===== src/rtl/serial_adder.sv =====
// serial_adder: bit-serial adder computing a + b + cin LSB first, one bit per clock, through one full_adder
// Ports: clk, rst (async, active high), start, a[WIDTH], b[WIDTH], cin -> busy, done, sum[WIDTH], cout
// Macro SERIAL_ADDER_OVF_EN adds output ovf: signed overflow, registered on the final bit
module serial_adder #(
   parameter int WIDTH = 8
) (
   input  logic             clk,
   input  logic             rst,
   input  logic             start,
   input  logic [WIDTH-1:0] a,
   input  logic [WIDTH-1:0] b,
   input  logic             cin,
   output logic             busy,
   output logic             done,
   output logic [WIDTH-1:0] sum,
   output logic             cout
`ifdef SERIAL_ADDER_OVF_EN
   ,
   output logic             ovf
`endif
);
   localparam int CW = $clog2(WIDTH + 1);
   typedef enum logic {IDLE, RUN} state_t;
   state_t state_q, state_d;
   logic [WIDTH-1:0] ra_q, ra_d, rb_q, rb_d, rs_q, rs_d;
   logic [CW-1:0] cnt_q, cnt_d;
   logic cy_q, cy_d, done_q, done_d, fa_s, fa_c, accept, last;
   full_adder u_fa (.x(ra_q[0]), .y(rb_q[0]), .z(cy_q), .s(fa_s), .c(fa_c));
   assign accept = state_q == IDLE && start;
   assign last   = state_q == RUN && cnt_q == CW'(WIDTH - 1);
   always_comb begin
      state_d = state_q;
      ra_d    = ra_q;
      rb_d    = rb_q;
      rs_d    = rs_q;
      cy_d    = cy_q;
      cnt_d   = cnt_q;
      done_d  = 1'b0;
      if (accept) begin
         state_d = RUN;
         ra_d    = a;
         rb_d    = b;
         rs_d    = '0;
         cy_d    = cin;
         cnt_d   = '0;
      end else if (state_q == RUN) begin
         ra_d    = ra_q >> 1;
         rb_d    = rb_q >> 1;
         // new sum bit enters at the MSB so the LSB-first result lands in place after WIDTH shifts
         rs_d    = WIDTH'({fa_s, rs_q} >> 1);
         cy_d    = fa_c;
         cnt_d   = cnt_q + CW'(1);
         state_d = last ? IDLE : RUN;
         done_d  = last;
      end
   end
   always_ff @(posedge clk or posedge rst) begin
      if (rst) begin
         state_q <= IDLE;
         ra_q    <= '0;
         rb_q    <= '0;
         rs_q    <= '0;
         cy_q    <= 1'b0;
         cnt_q   <= '0;
         done_q  <= 1'b0;
      end else begin
         state_q <= state_d;
         ra_q    <= ra_d;
         rb_q    <= rb_d;
         rs_q    <= rs_d;
         cy_q    <= cy_d;
         cnt_q   <= cnt_d;
         done_q  <= done_d;
      end
   end
`ifdef SERIAL_ADDER_OVF_EN
   logic ovf_q, ovf_d;
   // on the last bit cy_q is the carry into the MSB and fa_c the carry out of it
   assign ovf_d = accept ? 1'b0 : last ? cy_q ^ fa_c : ovf_q;
   always_ff @(posedge clk or posedge rst) begin
      if (rst) ovf_q <= 1'b0;
      else     ovf_q <= ovf_d;
   end
   assign ovf = ovf_q;
`endif
   assign busy = state_q == RUN;
   assign done = done_q;
   assign sum  = rs_q;
   assign cout = cy_q;
endmodule

// full_adder: one-bit full adder, s = x ^ y ^ z, c = majority(x, y, z)
module full_adder (
   input  logic x,
   input  logic y,
   input  logic z,
   output logic s,
   output logic c
);
   assign s = x ^ y ^ z;
   assign c = (x & y) | (z & (x ^ y));
endmodule

===== config.mk =====
export PLATFORM = sky130hd
export DESIGN_NAME = serial_adder
export DESIGN_NICKNAME = d
export VERILOG_FILES = /design/src/rtl/serial_adder.sv
export SDC_FILE = /design/constraint.sdc
export NUM_CORES = 1
export LEC_CHECK = 0
export CORE_MARGIN = 2
export CORE_UTILIZATION = 65
export DETAILED_ROUTE_END_ITERATION = 7
export DONT_BUFFER_PORTS = 1
export PLACE_DENSITY = 0.81
export SLEW_MARGIN = 20
export SYNTH_ARGS = -nofsm -noshare
export SYNTH_HDL_FRONTEND = slang
export SYNTH_SLANG_ARGS = --single-unit

===== constraint.sdc =====
create_clock -name clk -period 2.45 [get_ports clk]
set_input_delay 0.245 -clock clk [delete_from_list [all_inputs] [get_ports clk]]
set_output_delay 0.245 -clock clk [all_outputs]
set_load 0.02 [all_outputs]

# Yosys cells after proc, flatten, opt, wreduce, memory -nomap -nowiden
# Index checks and enable logic that the tools add are counted.
# op_classes
mux,15
n_eq_ne,1
n_reduce_logical,3
n_addsub,1
n_bitwise,6
# ops
op,n
$mux 8,6
$mux 4,2
$mux 1,7
$add 4x1->4 const B,1
$eq 4x3->1 const B,1
$and 1x1->1,2
$logic_and 1x1->1,2
$reduce_bool 2->1,1
$xor 1x1->1,2
$not 1->1,1
$or 1x1->1,1
# word_totals
ff_bits,31
wordCells,33
output_inout_bits,11
in_bits,20

# Longest topological paths before layout
# logic_depth
word_depth,5
depth_mapped,4
mapped_depth_nobuf,4

# Hierarchy
# A second synthesis with hierarchy kept.
# unflattened
cells_unflattened,113
area_unflattened_um2,1330.0
# by_module_without_submodules
module,seq_area_each_um2,cells_per_inst,area_each_um2,n_inst
serial_adder,775.7,112,1310.0,1
full_adder,0.0,1,20.0,1

# Worst setup path before layout
# Ideal clock, no wire load.
# synth_path
path_type,register to register
from,"register cy_q, in the netlist cout"
to,"register rs_q[7], in the netlist sum[7]"
t_required_ps,2328
t_arrival_ps,1110
stages_incl_launch_ff,4
synth_period_minus_slack_ps,1233
path_buffers,0
setup_ps,122
slack_ps,1217
path_cell_list,dfrtp_1 inv_1 fa_1 mux2i_1
# synth_between
elab_chain_len,3
# synth_rtl
item,line,source
start: declaration,27,"logic cy_q, cy_d, done_q, done_d, fa_s, fa_c, accept, last;"
start signal: assignment,71,cy_q <= cy_d;
$xor 1x1->1,100,assign s = x ^ y ^ z;
$mux 8,46,end else if (state_q == RUN) begin
$mux 8,39,if (accept) begin
end signal: assignment,70,rs_q <= rs_d;
end: declaration,25,"logic [WIDTH-1:0] ra_q, ra_d, rb_q, rb_d, rs_q, rs_d;"
# No other way between the ends. The select of a mux whose other input is x is not followed.
# A chain may end at the register's enable or synchronous reset.

# Worst setup path in the final report
# layout_path
from,"register state_q, in the netlist busy"
to,output port busy
# layout_rtl
item,line,source
start: declaration,24,"state_t state_q, state_d;"
start signal: assignment,67,state_q <= state_d;
end: declaration,13,"output logic busy,"
# No word-level cell between the ends.

==> results.json <==
{
  "status": "completed",
  "relSlewSlack_pct": 64.5,
  "antenna_found_initial": 0,
  "clock_latency_ns": 0.31,
  "first_pass_iters": 4,
  "area_growth_pct": 2.99,
  "grtUsageTotal_pct": 22.7,
  "diodes": 0,
  "nets": 152,
  "tightest_slew_ns": 0.532,
  "crit_family": "flip-flops",
  "asyncSetResetFlopFracSynth_pct": 100,
  "fin_crit_sh_pct": 68.9,
  "synth.distinct_cells": 23,
  "grt_pass1_wl_microns": 4150,
  "synth-seq-cells": 31,
  "clkSinkCount": 31,
  "synth_ff_type": "dfrtp_1",
  "place.gp.congestion": 0.767,
  "port_buffers": 0,
  "worstSetupPathType": "reg -> out",
  "final.setup_skew_ns": 0.00376,
  "synth_area_sq_um": 1380,
  "finalMaxSlewViolations": 0,
  "cts_resized": 0,
  "cts_tree": "done",
  "rows": 16,
  "ant_nets": 0,
  "layout-drive-gt1-share_pct": 7.63,
  "cp.arrival_ns": 1.44,
  "setup_viol": 0,
  "ios": 31,
  "power.leakage_nw": 0.682,
  "synth_area_leaders": "dfrtp_1, mux2i_1, nand2_1",
  "synth_compound_area_share_pct": 10.5,
  "clkSlewWorstSetupHoldPaths_ns": 0.09,
  "cp-end-kind": "output pin",
  "dp_slack_ns": 1.04,
  "critPathMaxFanout": 34,
  "synth_seq_area_share_pct": 56.2,
  "synthAdderAreaFrac_pct": 2.36,
  "synth-xor-area-share_pct": 0,
  "fin_crit_ns": 1.69,
  "synth_simple_gate_area_share_pct": 10.8,
  "viasPerCell": 5.59,
  "die_area_sq_um": 2510,
  "synth_edf_count": 0,
  "wl_per_cell_microns": 14.8,
  "vdd_drop_max_mv": 0.772,
  "slowest_stage": "dfrtp_1",
  "maxCapViolCount": 0,
  "grt_overflow": 0,
  "netlist.top_cell.by_area": "dfrtp_1",
  "hold_viol_final": 0,
  "cts_max_path_buffers": 2,
  "hpwl_microns": 1630,
  "yosysTopAreaCellShare_pct": 56.2,
  "syn_avg_cell_area_sq_um": 10.8,
  "synth_top_family_by_area": "multiplexers",
  "cp_num_buf_inv": 1,
  "die_w_microns": 50.1,
  "numCtsBuffers": 5,
  "max_stage_delay_ns": 0.69,
  "max_freq_mhz": 593,
  "hp-class": "in -> reg",
  "cts_root_buffer": "clkbuf_4",
  "grt_max_degree": 35,
  "initial_core_util_pct": 69.6,
  "fin_setup_tns_ns": 0,
  "fp.dieH_microns": 50.1,
  "ys_warn_count": 0,
  "whs_ns": 0.0990,
  "worst_slack_ns": 0.763,
  "critPathRequiredTime_ns": 2.20,
  "finalPower_mw": 1.59,
  "drt_iter0_drc": 15,
  "drc": 0,
  "synth_nets": 150,
  "ctsHtreeMaxLevel": 2,
  "num_vias": 884,
  "rsz0062_at_grt": "false",
  "synthMuxAreaShare_pct": 13.9,
  "grt_pass1_vias": 928,
  "core-area_sq_um": 1980,
  "synthCells": 128,
  "worstPathCellList": "buf_4",
  "start_kind": "register",
  "routed_wl_microns": 2330,
  "p_per_area_nw_per_um2": 1120
}
cells in the final DEF, fill, tap and decap left out, drive strengths merged, types with 2 or more instances in the layout:
cell     n
nor2     4
buf      2
mux2i   18
nand2   28
inv      5
dfrtp   31
a22o     2
o21ai   23
clkbuf   7
flip-flops by register name, summed over array words and instances, names as in the netlist:
| signal | flops |
|---|---|
| done | 1 |
| ra_q | 8 |
| rb_q | 8 |
| sum | 8 |
| cnt_q | 4 |
| cout | 1 |
| busy | 1 |
kinds of logic after synthesis:
| family | count (synthesis) |
|---|---|
| fa+ha+maj | 2 |
| flops | 31 |
| compound gates | 27 |
| simple gates | 36 |
| mux | 19 |
| buf+inv | 13 |
area by class of cell:
| type | instances | area [sq um] |
|---|---|---|
| inverters | 5 | 18.8 |
| flip-flops and latches | 31 | 776 |
| well taps | 27 | 33.8 |
| repair buffers | 3 | 25.0 |
| clock buffers | 7 | 45.0 |
| fillers | 150 | 561 |
| clock inverters | 1 | 5.00 |
| multi-input cells | 84 | 518 |
synthesized netlist by cell type (2+ instances only):
library cell,n
a22o_1,2
buf_2,2
buf_6,2
dfrtp_1,31
inv_1,5
mux2i_1,18
nand2_1,28
nor2_1,4
o21ai_0,16
o21ai_1,7
metal layers:
metal	global-route usage [%]	share of wire [%]	vias to the layer above	wire (microns)
met1	29.6	44	419	1030
met3	7.27	5.7	4	134
li1	-	-	434	-
met2	34.4	48	27	1130
met4	10.2	1.5	0	35
met5	0	0	-	0
stage by stage:
step                std cells  util, %  instance area [sq um]
finish                    158     71.7                   1420
global route              158     71.7                   1420
floorplan                 128        -                   1380
global placement          149     68.7                   1360
detailed placement        149     68.7                   1360
CTS                       158     71.7                   1420
final timing paths:
check                                    startpoint             endpoint  slack [ns]  cells past startpoint
worst max-delay path                 busy$_DFF_PP0_                 busy        0.76                      1
worst min register to register  rb_q[1]$_DFFE_PP0P_  rb_q[0]$_DFFE_PP0P_        0.49                      2
worst min-delay path                           a[7]  ra_q[7]$_DFFE_PP0P_         0.1                      2
worst max register to register       busy$_DFF_PP0_   sum[7]$_DFFE_PP0P_        1.02                      2
max in group asynchronous                       rst  rb_q[3]$_DFFE_PP0P_        1.74                      3
min in group asynchronous                       rst  ra_q[7]$_DFFE_PP0P_        0.43                      3
worst register-to-register path, cell delays in order, from the launching register on:
cell	delay, ns
dfrtp_1	0.69
buf_4	0.43
mux2i_1	0.25
timing repair:
action	in CTS	in global routing
endpoints found under the hold margin	31	0
hold buffers	1	0
setup buffers	0	0
setup endpoints to repair	0	0
where the power goes:
part | total (mW) | internal (mW) | switching [mW]
sequential | 0.927 | 0.693 | 0.234
combinational | 0.389 | 0.173 | 0.216
clock | 0.271 | 0.112 | 0.160
total | 1.59 | 0.978 | 0.610
Power figures use the tool's default switching activity.
